===== src/rtl/mdu_hilo.sv =====
// HI/LO multiply-divide unit: 3-cycle MULT/MULTU, 33-cycle restoring DIV/DIVU, MTHI/MTLO writes.
// Latency: MTHI/MTLO at the start edge; MUL writes HI/LO at N+3, DIV at N+33. A start while busy is dropped.
module mdu_hilo (
    input  logic        clk,
    input  logic        rst_n,
    input  logic        start,
    input  logic [2:0]  op,
    input  logic [31:0] a,
    input  logic [31:0] b,
    input  logic        flush,
    input  logic        hl_sel,
    output logic        busy,
    output logic        done,
    output logic [31:0] rhl_out
);

    localparam logic [2:0] OP_MULT  = 3'b000;
    localparam logic [2:0] OP_MULTU = 3'b001;
    localparam logic [2:0] OP_DIV   = 3'b010;
    localparam logic [2:0] OP_DIVU  = 3'b011;
    localparam logic [2:0] OP_MTHI  = 3'b100;
    localparam logic [2:0] OP_MTLO  = 3'b101;

    typedef enum logic [1:0] {IDLE, MUL, DIV, DONE} state_t;

    state_t      state, state_nx;
    logic        accept, wr_en, sgn;
    logic [5:0]  cnt;
    logic [31:0] hi, lo, a_reg, b_reg, dvs, rem, quo;
    logic [31:0] rem_nx, quo_nx, res_hi, res_lo;
    logic [63:0] a_ext, b_ext, prod;
    logic [32:0] shifted, diff;
    logic        q_neg, r_neg;

    always_comb begin
        state_nx = state;
        accept   = 1'b0;
        wr_en    = 1'b0;
        if (flush) begin
            state_nx = IDLE;
        end else begin
            case (state)
                IDLE, DONE: begin
                    state_nx = IDLE;
                    if (start) begin
                        accept = 1'b1;
                        case (op)
                            OP_MULT, OP_MULTU: state_nx = MUL;
                            OP_DIV, OP_DIVU:   state_nx = DIV;
                            default:           state_nx = IDLE;
                        endcase
                    end
                end
                MUL: if (cnt == 6'd2) begin
                    wr_en    = 1'b1;
                    state_nx = DONE;
                end
                DIV: if (cnt == 6'd32) begin
                    wr_en    = 1'b1;
                    state_nx = DONE;
                end
                default: state_nx = IDLE;
            endcase
        end
    end

    // Low 64 bits of the sign/zero-extended product are exact for both signednesses.
    assign a_ext = {{32{sgn & a_reg[31]}}, a_reg};
    assign b_ext = {{32{sgn & b_reg[31]}}, b_reg};
    assign prod  = a_ext * b_ext;

    // One restoring step: diff[32] is the sign of the trial subtraction.
    assign shifted = {rem, quo[31]};
    assign diff    = shifted - {1'b0, dvs};
    assign rem_nx  = diff[32] ? shifted[31:0] : diff[31:0];
    assign quo_nx  = {quo[30:0], ~diff[32]};

    assign q_neg = sgn & (a_reg[31] ^ b_reg[31]);
    assign r_neg = sgn & a_reg[31];

    always_comb begin
        res_hi = prod[63:32];
        res_lo = prod[31:0];
        if (state == DIV) begin
            if (b_reg == 32'd0) begin
                res_hi = a_reg;
                res_lo = 32'hFFFF_FFFF;
            end else begin
                res_hi = r_neg ? -rem_nx : rem_nx;
                res_lo = q_neg ? -quo_nx : quo_nx;
            end
        end
    end

    always_ff @(posedge clk or negedge rst_n) begin
        if (!rst_n) begin
            state <= IDLE;
            hi    <= 32'd0;
            lo    <= 32'd0;
            a_reg <= 32'd0;
            b_reg <= 32'd0;
            dvs   <= 32'd0;
            rem   <= 32'd0;
            quo   <= 32'd0;
            cnt   <= 6'd0;
            sgn   <= 1'b0;
        end else begin
            state <= state_nx;
            if (accept) begin
                if (op == OP_MTHI) hi <= a;
                if (op == OP_MTLO) lo <= a;
                if (!op[2]) begin
                    a_reg <= a;
                    b_reg <= b;
                    sgn   <= ~op[0];
                    cnt   <= 6'd0;
                end
            end else if (state == MUL || state == DIV) begin
                cnt <= cnt + 6'd1;
            end
            if (state == DIV) begin
                if (cnt == 6'd0) begin
                    dvs <= (sgn & b_reg[31]) ? -b_reg : b_reg;
                    quo <= (sgn & a_reg[31]) ? -a_reg : a_reg;
                    rem <= 32'd0;
                end else begin
                    rem <= rem_nx;
                    quo <= quo_nx;
                end
            end
            if (wr_en) begin
                hi <= res_hi;
                lo <= res_lo;
            end
        end
    end

    assign busy    = (state == MUL) || (state == DIV);
    assign done    = (state == DONE);
    assign rhl_out = hl_sel ? hi : lo;

endmodule


===== config.mk =====
export PLATFORM = sky130hd
export DESIGN_NAME = mdu_hilo
export DESIGN_NICKNAME = d
export VERILOG_FILES = /design/src/rtl/mdu_hilo.sv
export SDC_FILE = /design/constraint.sdc
export NUM_CORES = 2
export LEC_CHECK = 0
export BUFFER_PORTS_ARGS = -buffer_cell sky130_fd_sc_hd__buf_2
export CORE_AREA = 10 10 405 407
export DETAILED_ROUTE_END_ITERATION = 10
export DIE_AREA = 0 0 415 417
export GPL_ROUTABILITY_DRIVEN = 0
export PLACE_DENSITY_LB_ADDON = 0.08
export SLEW_MARGIN = 20
export SYNTH_ARGS = -nofsm -noshare
export SYNTH_HDL_FRONTEND = slang
export SYNTH_SLANG_ARGS = --single-unit
export TNS_END_PERCENT = 1

===== constraint.sdc =====
create_clock -name clk -period 13.15 [get_ports clk]
set_input_delay 1.315 -clock clk [delete_from_list [all_inputs] [get_ports clk]]
set_output_delay 1.315 -clock clk [all_outputs]
set_load 0.005 [all_outputs]

======== Word level (Yosys, flattened, before mapping) ========
Index checks and enable logic that the tools add are counted.
word-level totals
  register bits ........................... 233
  latch bits .............................. 0
  bits in writable memories ............... 0
  bits in read-only memories .............. 0
  input bits .............................. 72
  output and inout bits ................... 34
  word-level logic and storage cells ...... 89
  memories ................................ 0
operators by class
  add/subtract/negate cells ............... 6
  $mul .................................... 1
  divide/modulo/power cells ............... 0
  $lt $le $gt $ge ......................... 0
  eq/ne operators ......................... 13
  shift-type cells ........................ 0
  muxes and demuxes ....................... 34
  bitwise gates (word level) .............. 7
  reductions and logical operators ........ 18
operators with widths
  operator             number
  $mux 32              18
  $neg 32->32          4
  $mul 33x33->64       1
  $sub 33x32->33       1
  $logic_not 32->1     1
  $mux 6               3
  $reduce_and 2->1     6
  $mux 2               4
  $reduce_bool 2->1    4
  $add 6x1->6 const B  1
  $eq 3x2->1 const B   2
  $eq 3x3->1 const B   2
  $eq 6x2->1 const B   1
  $eq 6x6->1 const B   1
  $logic_not 6->1      1
  $mux 1               6
  $ne 3x3->1 const B   2
  $pmux 2 s3           1
  $reduce_or 2->1      3
  $eq 2x2->1 const B   2
  $pmux 2 s2           1
  $and 1x1->1          3
  $eq 3x1->1 const B   1
  $logic_not 3->1      1
  7 further kinds      9

======== Logic depth before layout (Yosys ltp) ========
  depth after elaboration ................. 7
  mapped depth ............................ 34
  depth with buffers taken out ............ 30

======== Worst setup path before layout ========
OpenSTA, ideal clock, no wires.
  path kind ............................... register -> register
  start point ............................. register a_reg[31]
  end point ............................... register hi[31]
  library setup time ...................... 101 ps
  arrival ................................. 8772 ps
  required time ........................... 13049 ps
  slack ................................... 4278 ps
  stages on the path, launching flop included .. 34
  buffers on the path ..................... 5
  period minus slack after synthesis ...... 8872 ps
  cells stage by stage .................... dfrtp_1 > clkbuf_1 > and2_1 > clkbuf_1 > clkbuf_1 > buf_1 > nand2_1 > inv_1 > fa_1 > fa_1 > fa_1 > inv_1 > fa_1 > inv_1 > fa_1 > fa_1 > fa_1 > inv_1 > fa_1 > inv_1 > ha_1 > clkbuf_1 > a21oi_1 > o21ai_0 > a221o_1 > a21oi_1 > a21oi_1 > a211oi_1 > a21oi_1 > o41ai_1 > o21ai_0 > xnor2_1 > o21ai_0 > o32ai_1
on the way
  word-level cells in the longest chain between the ends .. 5
  elaborated cells between the ends (all ways) .. 6
  classes of those cells .................. mul: 1; mux: 4; bitwise: 1
RTL lines
  what                                                                    line  text
  from (decl)                                                             29    logic [31:0] hi, lo, a_reg, b_reg, dvs, rem, quo;
  from (signal assigned)                                                  100   a_reg <= 32'd0;
  from (signal assigned)                                                  113   a_reg <= a;
  parallel branches: the longest is 3 deep, another holds $mul 33x33->64  n/a
  $mux 32 (*)                                                             84    if (state == DIV) begin
  $mux 32 (*)                                                             131   if (wr_en) begin
  to (signal assigned)                                                    132   hi <= res_hi;
  to (decl)                                                               29
Every way passes the cells marked *.
A chain may end at the register's enable or synchronous reset.

======== Worst setup path in the final report ========
  start point ............................. register sgn
  end point ............................... register hi[31]
on the way
  word-level cells in the longest chain between the ends .. 5
  elaborated cells between the ends (all ways) .. 7
  classes of those cells .................. mul: 1; mux: 4; bitwise: 2
RTL lines
  what                                                                    line  text
  from (decl)                                                             27    logic accept, wr_en, sgn;
  from (signal assigned)                                                  115   sgn <= ~op[0];
  parallel branches: the longest is 3 deep, another holds $mul 33x33->64  n/a
  $mux 32 (*)                                                             84
  $mux 32 (*)                                                             131
Marked as above.

==> results list <==
- Number of enable-type register cells in the synthesized netlist: 0
- Slowest stage cell, crit path: and2_2
- Summed over all layers, the global routing overflow is 0.
- Global-route wire length before repair: 298000 µm
- Max-cap violations in this run came to 0.
- Of the cells placed in the final design, the portion with a size suffix greater than 1 is 0.0767.
* Crit. Startpoint: sgn
* Arrival time worst endpoint: 10.48 ns
* Post-synthesis instance area: 54300 µm²
- For this run, the register share of the synthesized area comes to 0.107.
- Compound-gate portion of the synthesized area: 0.0877
* Portion of synthesized cell area occupied by the leading cell type: 0.415
* Area leader, netlist: fa_1
* DRT iter0 DRCs: 2745
- Busiest layer in global routing: met2
* Post-synthesis mux area share: 0.0408
- Setup violations remaining at the end of the flow were counted as 0.
- Final instance count without filler cells: 7982
- Post-synthesis adder-cell area fraction: 0.474
- The critical path is of the reg -> reg type.
* Htree depth: 1
- For this block, the via count after detailed routing is 41200.
* Via/cell ratio: 5.16
* Crit path capture type: register
- The number of placed instances, taps included, is 7928.
- Number of CTS-inserted buffers: 28
- Clock-pin transition on the worst setup and hold timing paths: 0.07 ns
- The die covers 173000 µm².
- Of the total synthesized cell area, the portion taken by AND, OR, NAND and NOR gates is 0.145.
- In this run the critical register-to-register path is captured at hi[31].
* Worst-margin pin slew: 1.15 ns
- DRT Pass-1 Iters: 8
- Dividing the final minimum period by the clock period gives 0.757.
- Maximum fanout along the worst path: 28
* Fin nets: 7353
* Die extent in y: 417 µm
- Post-detail-place hpwl: 152000 µm
* Num rows: 145
* Worst path max stage delay: 0.71 ns
- Max-slew violation total from the final report: 0
- Summed over all failing endpoints, the final setup total negative slack is 0 ns.
- Worst slew margin: 0.227
- Via count of the first global-routing pass: 44200
- Top cells by count, synth: inv_1, fa_1, nand2_1
- CTS tree: done
* Worst hold path type: reg -> reg
* Cell count of the worst reg-to-reg path: 28
* GR Util met3: 0.0224
- Setup slack, reg-to-reg: 3.20 ns
* Worst skew pair latency: 0.63 ns
* Number of I/O pins: 106
- Number of instances resized during post-cts repair: 0
* Width of the die: 415 µm
* Xor and xnor fraction of the mapped netlist area: 0.0336
- Counting distinct cell types in the post-synthesis netlist gives 103.
- After floorplanning, the core was sized to cover 156000 µm².
- The routed design has 196000 µm of wire.
- In the synthesized netlist the dominant register cell turns out to be dfrtp_1.
- YS warnings: 0
* Library cell with the highest instance count after synthesis: inv_1
* Number of port buffers: 105
* Reg-to-reg critical path startpoint: sgn
- Unrepaired setup endpoints after global routing: no
- Once layout is complete, the utilization of the core stands at 0.371.
* Drc violations: 0
* Worst setup skew after layout: 0.0208 ns
* Wirelength per Cell: 24.6 µm
- Maximum buffer depth of the clock tree: 3
- Proportion of synthesized flip-flops having asynchronous set or reset: 1.00
- Post-CTS Setup Inserts: 0
- Number of antenna violations at the first check in global routing: 19
- Total of hold buffers inserted after clock tree synthesis: 0
* TritonCTS sink count: 233
* Initial core utilization: 0.349
- The number of nets in the synthesized netlist is 7497.
* Outcome: complete, no violations
- Met2 Track Usage GR: 0.366
* Register bit total from synthesis: 233
- The cell count after synthesis came out at 6044.
- Average cell area after synthesis: 8.98 µm²
* Crit path capture: hi[31]
- Layout area overhead: 6.38%
- Most numerous cell on the critical path: fa_1
- The number of hold-slack violations in the final timing report came to 0.
- Largest net degree at the start of global routing: 76
- Yosys attributes the largest share of cell area to fa_1, dfrtp_1, inv_1.
- Final worst path period need: 9.95 ns
- Antenna Violating Nets Remaining: 0
* CTS Root Cell: clkbuf_16
- Main combinational cell family by area after synthesis: adder cells
* Critical path required time: 13.68 ns
- The tightest hold path in the finished design has a slack of 0.476 ns.
- Met1 Use GR: 0.331
* Setup crit start kind: register
- Across every metal layer, demand over resource in global routing totals 0.227.
- Maximum clock rate: 0.101 GHz
==> worst min-delay path by stage <==
stage,start,endpoint,cells after the start
2_1_floorplan,dvs[10],dvs[10],2
4_1_cts,dvs[5],dvs[5],2
3_5_place_dp,dvs[13],dvs[13],2
5_1_grt,dvs[31],dvs[31],2
6_report,dvs[4],dvs[4],2
3_3_place_gp,dvs[9],dvs[9],2
==> layout make-up <==
cell class | instances | area [µm²]
clock inverters | 12 | 144
clock buffers | 40 | 856
multi-input cells | 4222 | 42400
flip-flops and latches | 233 | 5860
diodes | 2 | 5.00
fillers | 16100 | 97900
repair buffers | 206 | 1290
inverters | 1209 | 4540
well taps | 2058 | 2570
==> worst max-delay path, delay by kind of cell (launching register included) <==
kind            cells  cell delay [ns]
compound gates     11             2.94
xor+xnor            1             0.21
fa+ha+maj           9             4.44
buf+inv             5             0.77
flops               1             0.57
simple gates        2             0.91
==> kinds of logic after synthesis <==
| family | Yosys count |
|---|---|
| DFF | 233 |
| xor gates and xnor gates | 208 |
| adders and majority gates | 1381 |
| buffers and inverters | 1589 |
| muxes | 203 |
| AOI/OAI and AO/OA | 741 |
| and+or+nand+nor | 1689 |
==> cell usage in the layout, fill, tap and decap left out, types with 27 or more instances in the layout <==
master / instances
buf_2: 104
and3_1: 32
nand2_1: 897
and2_1: 354
o21ai_0: 203
fa_1: 1126
nor3_1: 52
nor2_1: 161
o221ai_1: 27
dfrtp_1: 208
inv_1: 1207
a211oi_1: 27
a21o_1: 35
mux2i_1: 73
ha_1: 254
buf_4: 101
mux2_2: 126
xnor2_1: 114
xor2_1: 94
a31oi_1: 32
a21oi_1: 188
clkbuf_16: 28
nand3_1: 50
==> stage by stage <==
stage                     area [µm²]  setup slack, ns
final                          57700             3.20
after detailed placement       56700             3.25
after global placement         56700             3.33
after floorplan                54300             4.28
after CTS                      57700             3.19
after global routing           57700             2.54
==> metal layers <==
layer,routed length (µm),share of wire,vias to the layer above
li1,-,-,18200
met1,92800,0.47,21800
met2,90700,0.46,1043
met3,9240,0.047,140
met4,3540,0.018,0
met5,0,0,-
Power is left out: the tool's default activity adds up to more than one toggle a clock period on the data nets, which glitch-free logic cannot reach.
